===== src/rtl/sonar_scheduler.sv =====
// Round-robin scheduler for three HC-SR04 ultrasonic sensors: triggers each in turn,
// times its echo in microsecond ticks and publishes distance in cm, or 4095 on timeout.
module sonar_scheduler #(
    parameter int CLK_HZ      = 50000000,
    parameter int TRIG_US     = 10,
    parameter int WAIT_MAX_US = 1000,
    parameter int ECHO_MAX_US = 30000,
    parameter int GAP_US      = 60000
) (
    input  logic        clk,
    input  logic        rst,
    input  logic        enable,
    input  logic [2:0]  echo,
    output logic [2:0]  trig,
    output logic [11:0] distance1,
    output logic [11:0] distance2,
    output logic [11:0] distance3,
    output logic [2:0]  valid,
    output logic [2:0]  timeout,
    output logic [1:0]  sel
);

    localparam int DIV  = CLK_HZ / 1000000;
    localparam int PW   = (DIV > 2) ? $clog2(DIV) : 1;
    localparam int T1   = (TRIG_US > WAIT_MAX_US) ? TRIG_US : WAIT_MAX_US;
    localparam int T2   = (ECHO_MAX_US > GAP_US) ? ECHO_MAX_US : GAP_US;
    localparam int TMAX = (T1 > T2) ? T1 : T2;
    localparam int CW   = $clog2(TMAX + 1);

    localparam logic [PW-1:0] PRE_LAST   = PW'(DIV - 1);
    localparam logic [CW-1:0] TRIG_LAST  = CW'(TRIG_US - 1);
    localparam logic [CW-1:0] WAIT_LAST  = CW'(WAIT_MAX_US - 1);
    localparam logic [CW-1:0] ECHO_LAST  = CW'(ECHO_MAX_US - 1);
    localparam logic [CW-1:0] GAP_LAST   = CW'(GAP_US - 1);

    typedef enum logic [2:0] {
        IDLE      = 3'd0,
        TRIG      = 3'd1,
        WAIT_RISE = 3'd2,
        MEASURE   = 3'd3,
        GAP       = 3'd4
    } state_t;

    state_t            state_q, state_d;
    logic [PW-1:0]     pre_q, pre_d;
    logic [2:0]        echo_meta_q, echo_meta_d;
    logic [2:0]        echo_sync_q, echo_sync_d;
    logic [CW-1:0]     us_cnt_q, us_cnt_d;
    logic [5:0]        sub_q, sub_d;
    logic [11:0]       cm_q, cm_d;
    logic [1:0]        sel_q, sel_d;
    logic [2:0]        trig_q, trig_d;
    logic [2:0]        valid_q, valid_d;
    logic [2:0]        timeout_q, timeout_d;
    logic [2:0][11:0]  dist_q, dist_d;
    logic              us_tick_s;
    logic              echo_sel_s;
    logic [1:0]        sel_next_s;

    function automatic logic [2:0] sel_onehot(input logic [1:0] s);
        case (s)
            2'd0:    return 3'b001;
            2'd1:    return 3'b010;
            2'd2:    return 3'b100;
            default: return 3'b000;
        endcase
    endfunction

    assign us_tick_s  = (pre_q == PRE_LAST);
    assign echo_sel_s = echo_sync_q[sel_q];
    assign sel_next_s = (sel_q == 2'd2) ? 2'd0 : (sel_q + 2'd1);

    // Next-state logic for the measurement sequencer and its counters.
    always_comb begin
        state_d     = state_q;
        pre_d       = us_tick_s ? {PW{1'b0}} : (pre_q + PW'(1));
        echo_meta_d = echo;
        echo_sync_d = echo_meta_q;
        us_cnt_d    = us_cnt_q;
        sub_d       = sub_q;
        cm_d        = cm_q;
        sel_d       = sel_q;
        trig_d      = trig_q;
        valid_d     = 3'b000;
        timeout_d   = timeout_q;
        dist_d      = dist_q;

        case (state_q)
            IDLE: begin
                trig_d = 3'b000;
                if (enable) begin
                    // Realign the timebase so the trigger pulse is exactly TRIG_US long.
                    state_d  = TRIG;
                    us_cnt_d = {CW{1'b0}};
                    pre_d    = {PW{1'b0}};
                    trig_d   = sel_onehot(sel_q);
                end else begin
                    state_d = IDLE;
                end
            end
            TRIG: begin
                if (us_tick_s) begin
                    if (us_cnt_q == TRIG_LAST) begin
                        trig_d   = 3'b000;
                        state_d  = WAIT_RISE;
                        us_cnt_d = {CW{1'b0}};
                    end else begin
                        us_cnt_d = us_cnt_q + CW'(1);
                    end
                end else begin
                    us_cnt_d = us_cnt_q;
                end
            end
            WAIT_RISE: begin
                if (echo_sel_s) begin
                    state_d  = MEASURE;
                    us_cnt_d = {CW{1'b0}};
                    sub_d    = 6'd0;
                    cm_d     = 12'd0;
                end else if (us_tick_s) begin
                    if (us_cnt_q == WAIT_LAST) begin
                        dist_d[sel_q]    = 12'hFFF;
                        timeout_d[sel_q] = 1'b1;
                        valid_d          = sel_onehot(sel_q);
                        state_d          = GAP;
                        us_cnt_d         = {CW{1'b0}};
                    end else begin
                        us_cnt_d = us_cnt_q + CW'(1);
                    end
                end else begin
                    us_cnt_d = us_cnt_q;
                end
            end
            MEASURE: begin
                if (!echo_sel_s) begin
                    dist_d[sel_q]    = cm_q;
                    timeout_d[sel_q] = 1'b0;
                    valid_d          = sel_onehot(sel_q);
                    state_d          = GAP;
                    us_cnt_d         = {CW{1'b0}};
                end else if (us_tick_s) begin
                    if (us_cnt_q == ECHO_LAST) begin
                        dist_d[sel_q]    = 12'hFFF;
                        timeout_d[sel_q] = 1'b1;
                        valid_d          = sel_onehot(sel_q);
                        state_d          = GAP;
                        us_cnt_d         = {CW{1'b0}};
                    end else begin
                        us_cnt_d = us_cnt_q + CW'(1);
                        // 58 us of round-trip echo per centimetre; 4095 is reserved for timeouts.
                        if (sub_q == 6'd57) begin
                            sub_d = 6'd0;
                            cm_d  = (cm_q == 12'd4094) ? cm_q : (cm_q + 12'd1);
                        end else begin
                            sub_d = sub_q + 6'd1;
                        end
                    end
                end else begin
                    us_cnt_d = us_cnt_q;
                end
            end
            GAP: begin
                trig_d = 3'b000;
                if (us_tick_s) begin
                    if (us_cnt_q == GAP_LAST) begin
                        sel_d    = sel_next_s;
                        us_cnt_d = {CW{1'b0}};
                        if (enable) begin
                            state_d = TRIG;
                            trig_d  = sel_onehot(sel_next_s);
                        end else begin
                            state_d = IDLE;
                        end
                    end else begin
                        us_cnt_d = us_cnt_q + CW'(1);
                    end
                end else begin
                    us_cnt_d = us_cnt_q;
                end
            end
            default: begin
                state_d = IDLE;
                trig_d  = 3'b000;
            end
        endcase
    end

    // State and output registers with synchronous reset.
    always_ff @(posedge clk) begin
        if (rst) begin
            state_q     <= IDLE;
            pre_q       <= {PW{1'b0}};
            echo_meta_q <= 3'b000;
            echo_sync_q <= 3'b000;
            us_cnt_q    <= {CW{1'b0}};
            sub_q       <= 6'd0;
            cm_q        <= 12'd0;
            sel_q       <= 2'd0;
            trig_q      <= 3'b000;
            valid_q     <= 3'b000;
            timeout_q   <= 3'b000;
            dist_q      <= {3{12'd0}};
        end else begin
            state_q     <= state_d;
            pre_q       <= pre_d;
            echo_meta_q <= echo_meta_d;
            echo_sync_q <= echo_sync_d;
            us_cnt_q    <= us_cnt_d;
            sub_q       <= sub_d;
            cm_q        <= cm_d;
            sel_q       <= sel_d;
            trig_q      <= trig_d;
            valid_q     <= valid_d;
            timeout_q   <= timeout_d;
            dist_q      <= dist_d;
        end
    end

    assign trig      = trig_q;
    assign valid     = valid_q;
    assign timeout   = timeout_q;
    assign sel       = sel_q;
    assign distance1 = dist_q[0];
    assign distance2 = dist_q[1];
    assign distance3 = dist_q[2];

endmodule


===== config.mk =====
export PLATFORM = sky130hd
export DESIGN_NAME = sonar_scheduler
export DESIGN_NICKNAME = d
export VERILOG_FILES = /design/src/rtl/sonar_scheduler.sv
export SDC_FILE = /design/constraint.sdc
export NUM_CORES = 1
export LEC_CHECK = 0
export CAP_MARGIN = 20
export CORE_MARGIN = 2
export CORE_UTILIZATION = 60
export CTS_CLUSTER_SIZE = 10
export DETAILED_ROUTE_END_ITERATION = 12
export DONT_BUFFER_PORTS = 1
export PLACE_DENSITY = 0.84
export SYNTH_ARGS = -nofsm -noshare
export SYNTH_HDL_FRONTEND = slang
export SYNTH_SLANG_ARGS = --single-unit

===== constraint.sdc =====
create_clock -name clk -period 6.6 [get_ports clk]
set_clock_uncertainty 0.05 [all_clocks]
set_input_delay 0.66 -clock clk [delete_from_list [all_inputs] [get_ports clk]]
set_output_delay 0.66 -clock clk [all_outputs]
set_load 0.01 [all_outputs]

Yosys cells after proc, flatten, opt, wreduce, memory -nomap -nowiden
Index checks and enable logic that the tools add are counted.
- $add $sub $neg: 5
- order comparisons: 2
- eq/ne operators: 33
- mux-type cells: 78
- bitwise logic cells: 5
- reduce and logical (&&, ||, !) cells: 14
- operator list (kind ; count):
    two-way mux 36 bit ; 6
    two-way mux 16 bit ; 11
    two-way mux 12 bit ; 7
    two-way mux 3 bit ; 28
    case mux 16 bit (5 select lines) ; 1
    case mux 36 bit (2 select lines) ; 1
    two-way mux 6 bit ; 8
    bitwise mux 36 bit ; 1
    bitwise OR 36 bit ; 1
    != test 2 bit, second input constant ; 14
    demux 12 bit (select 2 bit) ; 1
    case mux 12 bit (2 select lines) ; 1
    case mux 3 bit (3 select lines) ; 2
    adder 16 x 1 -> 16 bit, second input constant ; 1
    == test 16 x 10 -> 1 bit, second input constant ; 1
    == test 16 x 15 -> 1 bit, second input constant ; 1
    == test 16 bit, second input constant ; 1
    == test 16 x 4 -> 1 bit, second input constant ; 1
    case mux 3 bit (5 select lines) ; 1
    adder 12 x 1 -> 12 bit, second input constant ; 1
    adder 6 x 1 -> 6 bit, second input constant ; 2
    == test 12 bit, second input constant ; 1
    == test 6 bit, second input constant ; 2
    != test 3 bit, second input constant ; 4
    other kinds (30) ; 39
- register bits after elaboration: 96
- input bits: 6
- output and inout port bits: 47
- word-level logic and storage cells: 151

Longest topological paths before layout
Gate-level depths: netlist of the first run.
- depth after elaboration: 9
- depth in mapped cells: 10

Worst setup path after synthesis of the first run
No wires, ideal clock.
- kind: register -> register
- start: register pre_q[0]
- end: register cm_q[7]
- setup time: 0.121 ns
- arrival time: 2.017 ns
- slack: 4.412 ns
- cell stages (with the launch flop): 9
- period minus slack after synthesis: 2.188 ns
- path through: dfxtp_1 ha_1 nand4b_1 nor2_2 o21ai_1 or2_1 buf_4 nor3_1 mux2_2
- cells in the longest elaborated chain, start to end: 3
- RTL lines (element ; line ; source):
    from (decl) ; 45 ; logic [PW-1:0] pre_q, pre_d;
    from (signal assigned) ; 192 ; pre_q <= {PW{1'b0}};
    from (signal assigned) ; 205 ; pre_q <= pre_d;
    == test 6 bit ; 69 ; assign us_tick_s = (pre_q == PRE_LAST);
    != test 2 bit (no source line) ; n/a ;
    AND reduction 7 bit (no source line) ; n/a ;
    to (signal assigned) ; 210 ; cm_q <= cm_d;
    to (decl) ; 50 ; logic [11:0] cm_q, cm_d;
Every way passes these cells.
A chain may end at the register's enable or synchronous reset.

==> results.py, run 1 <==
metrics = {
    "setup_path": {
        "path_cells": "ha_1 > and4bb_2 > nand3_1 > o31ai_4 > and3_1 > nand2_4 > a221oi_1",
        "critPathMaxFanout": 18,
        "crit_type": "reg -> reg",
        "slowest_stage": "and3_1",
        "cp-start-kind": "flop",
        "cp_data_required_time_ps": 6800,
        "crit_start": "us_cnt_q[0]",
        "arrival_ps": 3320,
        "reg2reg_depth": 7,
        "r2r_start": "us_cnt_q[0]",
        "max_stage_delay_ps": 720,
        "end_kind": "flop",
        "r2r_setup_slack_ps": 3490,
    },
    "grt": {
        "grt_pass1_wl_um": 16400,
        "grt-ovfl-total": 0,
        "grt_util_all_layers_pct": 23.8,
        "grt_pass1_vias": 3477,
        "grt_start_max_net_pins": 66,
        "antenna_found_initial": 0,
    },
    "synth": {
        "syn-num-nets": 539,
        "async_flop_share_pct": 0,
        "syn-instance-count": 525,
        "yosys_warnings": 0,
        "synth.cell_area_um2": 4620,
        "synth_edf_count": 0,
        "synth.distinct_cells": 73,
        "synth_ff_type": "dfxtp_1",
        "synth_area_per_cell_um2": 8.81,
        "ys_seq_area_share_pct": 41.6,
        "synth-seq-cells": 96,
    },
    "power_and_ir_drop": {
        "leakagePower_uw": 0.00168,
        "ir_drop_mv": 0.130,
        "totalPowerFinal_uw": 1020,
        "power.density_nw_per_um2": 214,
    },
    "clocking": {
        "ctsHoldBuffers": 0,
        "insertion_delay_ps": 380,
        "clk_pin_slew_ps": 100,
        "post-cts-setup-buffers": 0,
        "cts_tree": "done",
        "cts-resized-gates": 0,
        "numCtsBuffers": 9,
        "cts_sinks": 96,
        "cts_max_level": 3,
        "cts_buffer_depth": 2,
        "root_buffer": "clkbuf_8",
    },
    "route": {
        "drc": 0,
        "drt_iter0_markers": 220,
        "wl_per_cell_um": 16.0,
        "first_pass_iters": 5,
        "antenna_left": 0,
        "vias_per_cell": 6.19,
        "vias": 3782,
        "drt-total-wl_um": 9800,
    },
    "floorplan": {
        "die_h_um": 91.8,
        "die_area_um2": 8420,
        "die_w_um": 91.8,
        "row_count": 32,
        "core_area_um2": 7610,
        "initial_core_util_pct": 60.8,
        "io_pins": 53,
    },
    "final_layout": {
        "fillers": 620,
        "final_util_pct": 62.9,
        "antenna_cells": 0,
        "regArea_um2": 1920,
        "drive_gt1_share_pct": 11.0,
        "finalNetCount": 518,
        "syn2layout_area_growth_pct": 3.44,
        "multiInputGateArea_um2": 2360,
    },
    "run_status": {
        "outcome": "complete, no violations",
    },
    "timing": {
        "tightest_slew_ps": 1070,
        "fin_crit_sh_pct": 47.1,
        "clock.fmax_mhz": 321,
        "final_max_slew_viol_count": 0,
        "relSlewSlack_pct": 28.6,
        "fin_tns_setup_ps": 0,
        "grt_setup_unrepaired": "false",
        "min_period_ps": 3110,
        "setup_viol": 0,
        "hold_viol_final": 0,
    },
    "min_path": {
        "hp-class": "in -> reg",
    },
    "placed_design": {
        "dp_hpwl_um": 6810,
        "place.gp.congestion": 0.899,
        "port_buffers": 0,
    },
    "run": {
        "cap_violations": 0,
    },
}
## worst min path at each step
stage / cells past startpoint / end / slack [ps] / startpoint
detailed placement: 1 / echo_sync_q[2] / 380 / echo_meta_q[2]
global placement: 1 / echo_sync_q[1] / 370 / echo_meta_q[1]
finish: 1 / trig[1] / 290 / rst
CTS: 1 / distance3[4] / 270 / rst
global route: 1 / distance2[4] / 270 / rst
floorplan: 1 / echo_sync_q[0] / 360 / echo_meta_q[0]
## per-layer routing
| layer | vias to the layer above | wire [µm] | GRT usage, % | share of wire, % |
|---|---|---|---|---|
| met1 | 1755 | 4060 | 29.8 | 41 |
| li1 | 1827 | - | - | - |
| met2 | 170 | 4800 | 39.8 | 49 |
| met4 | 0 | 250 | 9.45 | 2.6 |
| met3 | 30 | 690 | 5.51 | 7.0 |
| met5 | - | 0 | 0 | 0 |
## worst max-delay path: cells and delay by family, from the launching register on
family | cells | cell delay [ps]
flops | 1 | 410
simple gates | 4 | 1410
fa+ha+maj | 1 | 250
compound gates | 2 | 870
## synth_stat cells (3+ instances only)
master,instances,area (µm²)
o22ai_1,3,18.8
or4_1,4,30.0
and4_1,5,43.8
or3_1,8,50.1
dfxtp_1,96,1920
buf_4,4,30.0
buf_6,4,45.0
ha_1,8,100
a211oi_2,20,250
nand2_1,15,56.3
nand4b_1,3,26.3
o21ai_0,11,55.1
nand3b_1,3,22.5
nor2b_1,7,43.8
a31oi_1,3,18.8
clkbuf_1,21,78.8
nand4_1,10,62.6
xnor2_1,17,149
and3_1,8,50.1
o21a_1,3,22.5
buf_2,3,15.0
nor2_1,66,248
a2111oi_0,3,26.3
nand3_1,16,80.1
nor3_1,19,95.1
inv_1,44,165
xor2_1,3,26.3
a211oi_1,6,45.0
a21oi_1,48,240
nor4_1,6,37.5
## registers in the layout (all words and copies together) (netlist names), named ones only
name and count:
trig 3, sel 2, valid 3, state_q 3, distance1 12, distance2 12
cm_q 12, pre_q 6, echo_meta_q 3, sub_q 6, echo_sync_q 3, us_cnt_q 16
distance3 12
## metrics by stage
step	worst slack, ps	instance area [µm²]	hold WS, ps	instances
2_1_floorplan	4410	4620	364	525
3_3_place_gp	3750	4590	367	595
3_5_place_dp	3560	4590	380	595
4_1_cts	3530	4780	269	611
5_1_grt	3270	4780	273	611
6_report	3490	4780	294	611
## cell type report
class	count	share of cell area [%]
tap	102	2.67
timing repair buffer	2	0.314
clock buffer	9	2.59
clock inverter	7	1.44
inverter	44	3.45
sequential	96	40.2
multi-input combinational	351	49.3
## kinds of logic after synthesis
| logic type | count (synthesis) | synth area share (%) |
|---|---|---|
| and+or+nand+nor | 193 | 23.1 |
| adders and majority gates | 8 | 2.17 |
| DFF | 96 | 41.6 |
| buffers and inverters | 78 | 7.39 |
| xor gates and xnor gates | 20 | 3.79 |
| muxes | 4 | 1.16 |
| AOI/OAI and AO/OA | 126 | 20.9 |
## where the power goes
| part | switching, µW | internal [µW] | leakage [µW] |
|---|---|---|---|
| clock | 227 | 149 | 0.000100 |
| combinational | 33.4 | 18.4 | 0.000808 |
| sequential | 8.98 | 586 | 0.000775 |
| total | 269 | 753 | 0.00168 |
## cells in the final DEF (no fill, tap or decap), types with 4 or more instances in the layout
cell,n
o21ai_0,11
inv_1,44
clkbuf_8,9
and4_1,5
a211oi_1,6
dfxtp_1,96
a211oi_2,20
ha_1,8
or3_1,8
nor2_1,66
a21oi_1,48
xnor2_1,17
nand2_1,15
nor4_1,6
or4_1,4
nand3_1,16
nor3_1,19
and3_1,8
nor2b_1,7
nand4_1,10
(Power assumes the default switching activity.)
==> run 2, diff against run 1 <==
==> constraint.sdc (replaced) <==
create_clock -name clk -period 3.15 [get_ports clk]
set_clock_uncertainty 0.05 [all_clocks]
set_input_delay 0.315 -clock clk [delete_from_list [all_inputs] [get_ports clk]]
set_output_delay 0.315 -clock clk [all_outputs]
set_load 0.01 [all_outputs]
==> results.py, run 2 (synthesis results as in run 1) <==
metrics = {
    "run_status": {
        "outcome": "complete, no violations",
    },
    "power_and_ir_drop": {
        "power.density_nw_per_um2": 458,
        "ir_drop_mv": 0.390,
        "leakagePower_uw": 0.00172,
    },
    "clocking": {
        "cts_buffer_depth": 2,
        "cts-resized-gates": 0,
        "insertion_delay_ps": 380,
        "ctsHoldBuffers": 2,
        "cts_tree": "done",
        "numCtsBuffers": 9,
        "post-cts-setup-buffers": 0,
        "cts_sinks": 96,
        "clk_pin_slew_ps": 100,
        "cts_max_level": 3,
        "root_buffer": "clkbuf_8",
    },
    "final_layout": {
        "top_register": "us_cnt_q",
        "largest_reg_flops": 16,
        "final_common_cell": "dfxtp_1",
        "final_cells": 617,
        "drive_gt1_share_pct": 11.8,
        "antenna_cells": 0,
        "finalNetCount": 524,
        "syn2layout_area_growth_pct": 5.39,
        "layout_common_cells": "dfxtp_1, nor2_1, a21oi_1, inv_1, a211oi_2",
        "final_util_pct": 64.0,
    },
    "placed_design": {
        "dp_hpwl_um": 6840,
        "port_buffers": 0,
        "placed_cells": 599,
        "place.gp.congestion": 0.869,
    },
    "floorplan": {
        "die_h_um": 91.8,
        "row_count": 32,
        "io_pins": 53,
        "core_area_um2": 7610,
        "initial_core_util_pct": 60.8,
        "die_w_um": 91.8,
        "die_area_um2": 8420,
    },
    "setup_path": {
        "critPathMaxFanout": 13,
        "cp_data_required_time_ps": 3390,
        "cp-start-kind": "flop",
        "end_kind": "flop",
        "crit_type": "reg -> reg",
        "arrival_ps": 2860,
    },
    "route": {
        "first_pass_iters": 5,
        "drc": 0,
        "drt-total-wl_um": 10200,
        "antenna_left": 0,
        "vias_per_cell": 6.11,
        "drt_iter0_markers": 231,
        "wl_per_cell_um": 16.5,
        "vias": 3770,
    },
    "timing": {
        "tightest_slew_ps": 580,
        "fin_crit_sh_pct": 83.3,
        "relSlewSlack_pct": 61.1,
        "final_max_slew_viol_count": 0,
        "hold_viol_final": 0,
        "setup_viol": 0,
        "clock.fmax_mhz": 381,
        "grt_setup_unrepaired": "false",
        "fin_tns_setup_ps": 0,
        "min_period_ps": 2620,
    },
    "run": {
        "cap_violations": 0,
    },
    "min_path": {
        "hp-class": "in -> reg",
    },
    "grt": {
        "grt_start_max_net_pins": 63,
        "grt_util_all_layers_pct": 24.4,
        "grt_pass1_wl_um": 16700,
        "antenna_found_initial": 0,
        "grt-ovfl-total": 0,
        "grt_pass1_vias": 3555,
    },
}
run 2: path summary, 6_finish.rpt:
kind	start	end	slack, ps	depth (start not counted)
setup / recovery	us_cnt_q[0]	flop	530	7
hold / removal	echo[1]	echo_meta_q[1]	8	1
setup reg to reg	us_cnt_q[0]	flop	530	7
hold reg to reg	echo_meta_q[2]	echo_sync_q[2]	390	1
run 2: layer usage:
| metal | vias up | track usage (%) | share of wire, % |
|---|---|---|---|
| met5 | - | 0 | 0 |
| met4 | 0 | 8.58 | 1.7 |
| met3 | 17 | 6.24 | 6.5 |
| met2 | 131 | 41.5 | 49 |
| met1 | 1788 | 30.1 | 43 |
| li1 | 1834 | - | - |
run 2: area by class of cell:
type | instances | area, µm²
clock buffers | 9 | 124
multi-input cells | 351 | 2360
flip-flops and latches | 96 | 1920
inverters | 44 | 165
repair buffers | 8 | 82.6
fillers | 633 | 2740
clock inverters | 7 | 91.3
well taps | 102 | 128
run 2: critical path: stages (launching register included):
cell      delay, ps
dfxtp_1         420
ha_1            260
and4bb_2        260
nand3_1         140
o31ai_4         410
and3_1          440
nand2_4         210
a221oi_1        340
run 2: where the power goes:
| part | switching [µW] | total (µW) | internal (µW) |
|---|---|---|---|
| combinational | 84.5 | 132 | 47.3 |
| clock | 469 | 853 | 384 |
| sequential | 19.6 | 1250 | 1230 |
| total | 573 | 2230 | 1660 |
run 2: per-stage QoR:
stage	worst slack [ps]	hold slack (ps)	power, µW	cell area, µm²
2_1_floorplan	962	364	1370	4620
3_3_place_gp	615	343	1380	4620
3_5_place_dp	517	344	1390	4620
4_1_cts	520	1.23	2240	4870
5_1_grt	318	23.6	2300	4870
6_report	525	8.41	2230	4870
==> run 3, diff against run 2 <==
--- a/config.mk
+++ b/config.mk
@@ -5,9 +5,10 @@
 export SDC_FILE = /design/constraint.sdc
 export NUM_CORES = 1
 export LEC_CHECK = 0
+export ABC_AREA = 1
 export CAP_MARGIN = 20
 export CORE_MARGIN = 2
-export CORE_UTILIZATION = 60
+export CORE_UTILIZATION = 58
 export CTS_CLUSTER_SIZE = 10
 export DETAILED_ROUTE_END_ITERATION = 12
 export DONT_BUFFER_PORTS = 1
==> constraint.sdc (replaced) <==
create_clock -name clk -period 2.3 [get_ports clk]
set_clock_uncertainty 0.05 [all_clocks]
set_input_delay 0.23 -clock clk [delete_from_list [all_inputs] [get_ports clk]]
set_output_delay 0.23 -clock clk [all_outputs]
set_load 0.01 [all_outputs]
==> results.py, run 3 <==
metrics = {
    "run_status": {
        "outcome": "complete, no violations",
    },
    "timing": {
        "setup_viol": 0,
        "tightest_slew_ps": 606,
        "hold_viol_final": 0,
        "relSlewSlack_pct": 59.3,
        "layout_setup_ws_ps": 187,
        "grt_setup_unrepaired": "false",
        "fin_crit_sh_pct": 91.9,
        "min_period_ps": 2110,
        "final_max_slew_viol_count": 0,
        "clock.fmax_mhz": 473,
        "fin_tns_setup_ps": 0,
    },
    "route": {
        "antenna_left": 0,
        "drc": 0,
        "vias": 5072,
        "wl_per_cell_um": 13.6,
        "first_pass_iters": 5,
        "drt-total-wl_um": 12700,
        "drt_iter0_markers": 346,
        "vias_per_cell": 5.42,
    },
    "placed_design": {
        "dp_hpwl_um": 9060,
        "pre_cts_slack_ps": 187,
        "port_buffers": 0,
        "place.gp.congestion": 0.914,
        "placed_cells": 911,
    },
    "min_path": {
        "whs_endpoint": "state_q[0]",
        "hp-class": "in -> reg",
        "whs_path_depth": 4,
        "worstHoldStart": "enable",
    },
    "floorplan": {
        "initial_core_util_pct": 60.4,
        "die_h_um": 99.5,
        "die_w_um": 99.5,
        "core_area_um2": 8760,
        "io_pins": 53,
        "row_count": 34,
        "die_area_um2": 9900,
    },
    "synth": {
        "synth_ff_type": "dfxtp_1",
        "ys_seq_area_share_pct": 36.3,
        "synth_edf_count": 0,
        "synth-seq-cells": 96,
        "async_flop_share_pct": 0,
        "synth.largest_area_cell": "dfxtp_1",
        "synthTopCellsByArea": "dfxtp_1, nand2_1, nor2_1",
        "synth.distinct_cells": 36,
        "yosysMostFrequentCell": "nand2_1",
        "syn-num-nets": 843,
        "synth_top_cell_area_share_pct": 36.3,
        "synth.cell_area_um2": 5290,
        "yosys-top-cells-count": "nand2_1, nor2_1, inv_1",
        "syn-instance-count": 829,
        "synth_area_per_cell_um2": 6.38,
        "yosys_warnings": 0,
    },
    "power_and_ir_drop": {
        "power.density_nw_per_um2": 733,
        "ir_drop_mv": 0.440,
        "leakagePower_uw": 0.00254,
    },
    "final_layout": {
        "syn2layout_area_growth_pct": 4.87,
        "final_cells": 935,
        "largest_reg_flops": 16,
        "top_register": "us_cnt_q",
        "multiInputGateArea_um2": 2760,
        "finalNetCount": 836,
        "drive_gt1_share_pct": 8.10,
        "final_common_cell": "nand2_1",
        "fillers": 774,
        "antenna_cells": 0,
        "layout_common_cells": "nand2_1, nor2_1, inv_1, dfxtp_1, nand3_1",
        "regArea_um2": 1920,
    },
    "clocking": {
        "cts_sinks": 96,
        "insertion_delay_ps": 370,
        "cts_max_level": 3,
        "cts_buffer_depth": 2,
        "root_buffer": "clkbuf_8",
        "cts_tree": "done",
        "numCtsBuffers": 9,
        "clk_pin_slew_ps": 100,
    },
    "setup_path": {
        "r2r_setup_slack_ps": 190,
        "cp-start-kind": "flop",
        "max_stage_delay_ps": 420,
        "crit_family": "simple AND/OR/NAND/NOR gates",
        "crit_buf_inv": 1,
        "reg2reg_depth": 10,
        "critPathMaxFanout": 14,
        "crit_type": "reg -> reg",
        "cp_data_required_time_ps": 2520,
        "slowest_stage": "dfxtp_1",
        "arrival_ps": 2340,
        "reg2reg_to": "us_cnt_q[0]",
        "path_cells": "ha_1 > nand3_1 > nor2_4 > a21oi_1 > nor2_2 > nand3_4 > inv_2 > nand2_2 > nand2_1 > nor2_1",
        "end_kind": "flop",
        "r2r_start": "pre_q[0]",
    },
    "run": {
        "cap_violations": 0,
    },
    "grt": {
        "grt_util_all_layers_pct": 25.6,
        "grt_pass1_vias": 4712,
        "antenna_found_initial": 0,
        "grt_pass1_wl_um": 20900,
        "grt-ovfl-total": 0,
        "grt_start_max_net_pins": 29,
    },
}
run 3: cell count changes after synthesis, moves of 9 or more:
| cell | previous run | this run |
|---|---|---|
| inv_1 | 44 | 99 |
| a211oi_2 | 20 | 0 |
| nand4_1 | 10 | 24 |
| nand3_1 | 16 | 36 |
| nor2_1 | 66 | 188 |
| a21oi_1 | 48 | 29 |
| clkbuf_1 | 21 | 12 |
| nand2_1 | 15 | 217 |
| xnor2_1 | 17 | 6 |
| inv_2 | 0 | 10 |
run 3: cells by family after synthesis:
family,Yosys count,share of synthesized area [%]
flip-flops,96,36.3
adder cells (fa/ha/maj),8,1.89
AND/OR/NAND/NOR,520,43.3
AO/OA/AOI/OAI,51,5.23
buffers and inverters,144,11.6
XOR/XNOR,10,1.66
run 3: cell type report:
| cell class | count | share of cell area [%] |
|---|---|---|
| Clock inverter | 6 | 0.992 |
| Tap cell | 108 | 2.44 |
| Inverter | 110 | 7.58 |
| Multi-Input combinational cell | 589 | 49.7 |
| Clock buffer | 10 | 2.30 |
| Timing Repair Buffer | 16 | 2.41 |
| Sequential cell | 96 | 34.6 |
run 3: what timing repair did:
item,in CTS,in global routing
resized for setup,0,0
setup endpoints to repair,0,10
setup buffers,0,3
hold buffers,4,0
endpoints found under the hold margin,28,0
run 3: tightest hold or removal path, delay by kind of cell:
family           cells  cell delay (ps)
AND/OR/NAND/NOR      3              200
AO/OA/AOI/OAI        1               50
run 3: worst max-delay path by stage:
stage	start	endpoint	slack, ps	cells after the start
after floorplan	us_cnt_q[0]	state_q[0]	580	13
after global placement	us_cnt_q[0]	us_cnt_q[0]	310	12
after detailed placement	us_cnt_q[0]	us_cnt_q[1]	190	12
after CTS	us_cnt_q[0]	us_cnt_q[0]	170	12
after global routing	us_cnt_q[0]	sub_q[5]	20	11
final	pre_q[0]	us_cnt_q[0]	190	10
run 3: routing by layer:
metal  track usage (%)  up-vias  routed length (µm)
li1                  -     2539                   -
met1              32.4     2330                5600
met2              43.0      181                5940
met3              5.48       22                1000
met4              9.69        0                 185
met5                 0        -                   0
run 3: report_power, final:
part	switching, µW	total (µW)	leakage (µW)	internal [µW]
sequential	125	1880	0.000777	1750
clock	640	1050	0.0000896	409
combinational	763	1140	0.00168	380
total	1530	4070	0.00254	2540
run 3: stage by stage:
step | cell area, µm² | hold WS, ps | utilization [%] | total power [µW]
after detailed placement | 5290 | 258 | 60.4 | 2970
after global routing | 5550 | 86.9 | 63.3 | 4280
after global placement | 5290 | 253 | 60.4 | 2910
after floorplan | 5290 | 287 | - | 2840
final | 5550 | 76.6 | 63.3 | 4070
after CTS | 5520 | 78.8 | 62.9 | 4010
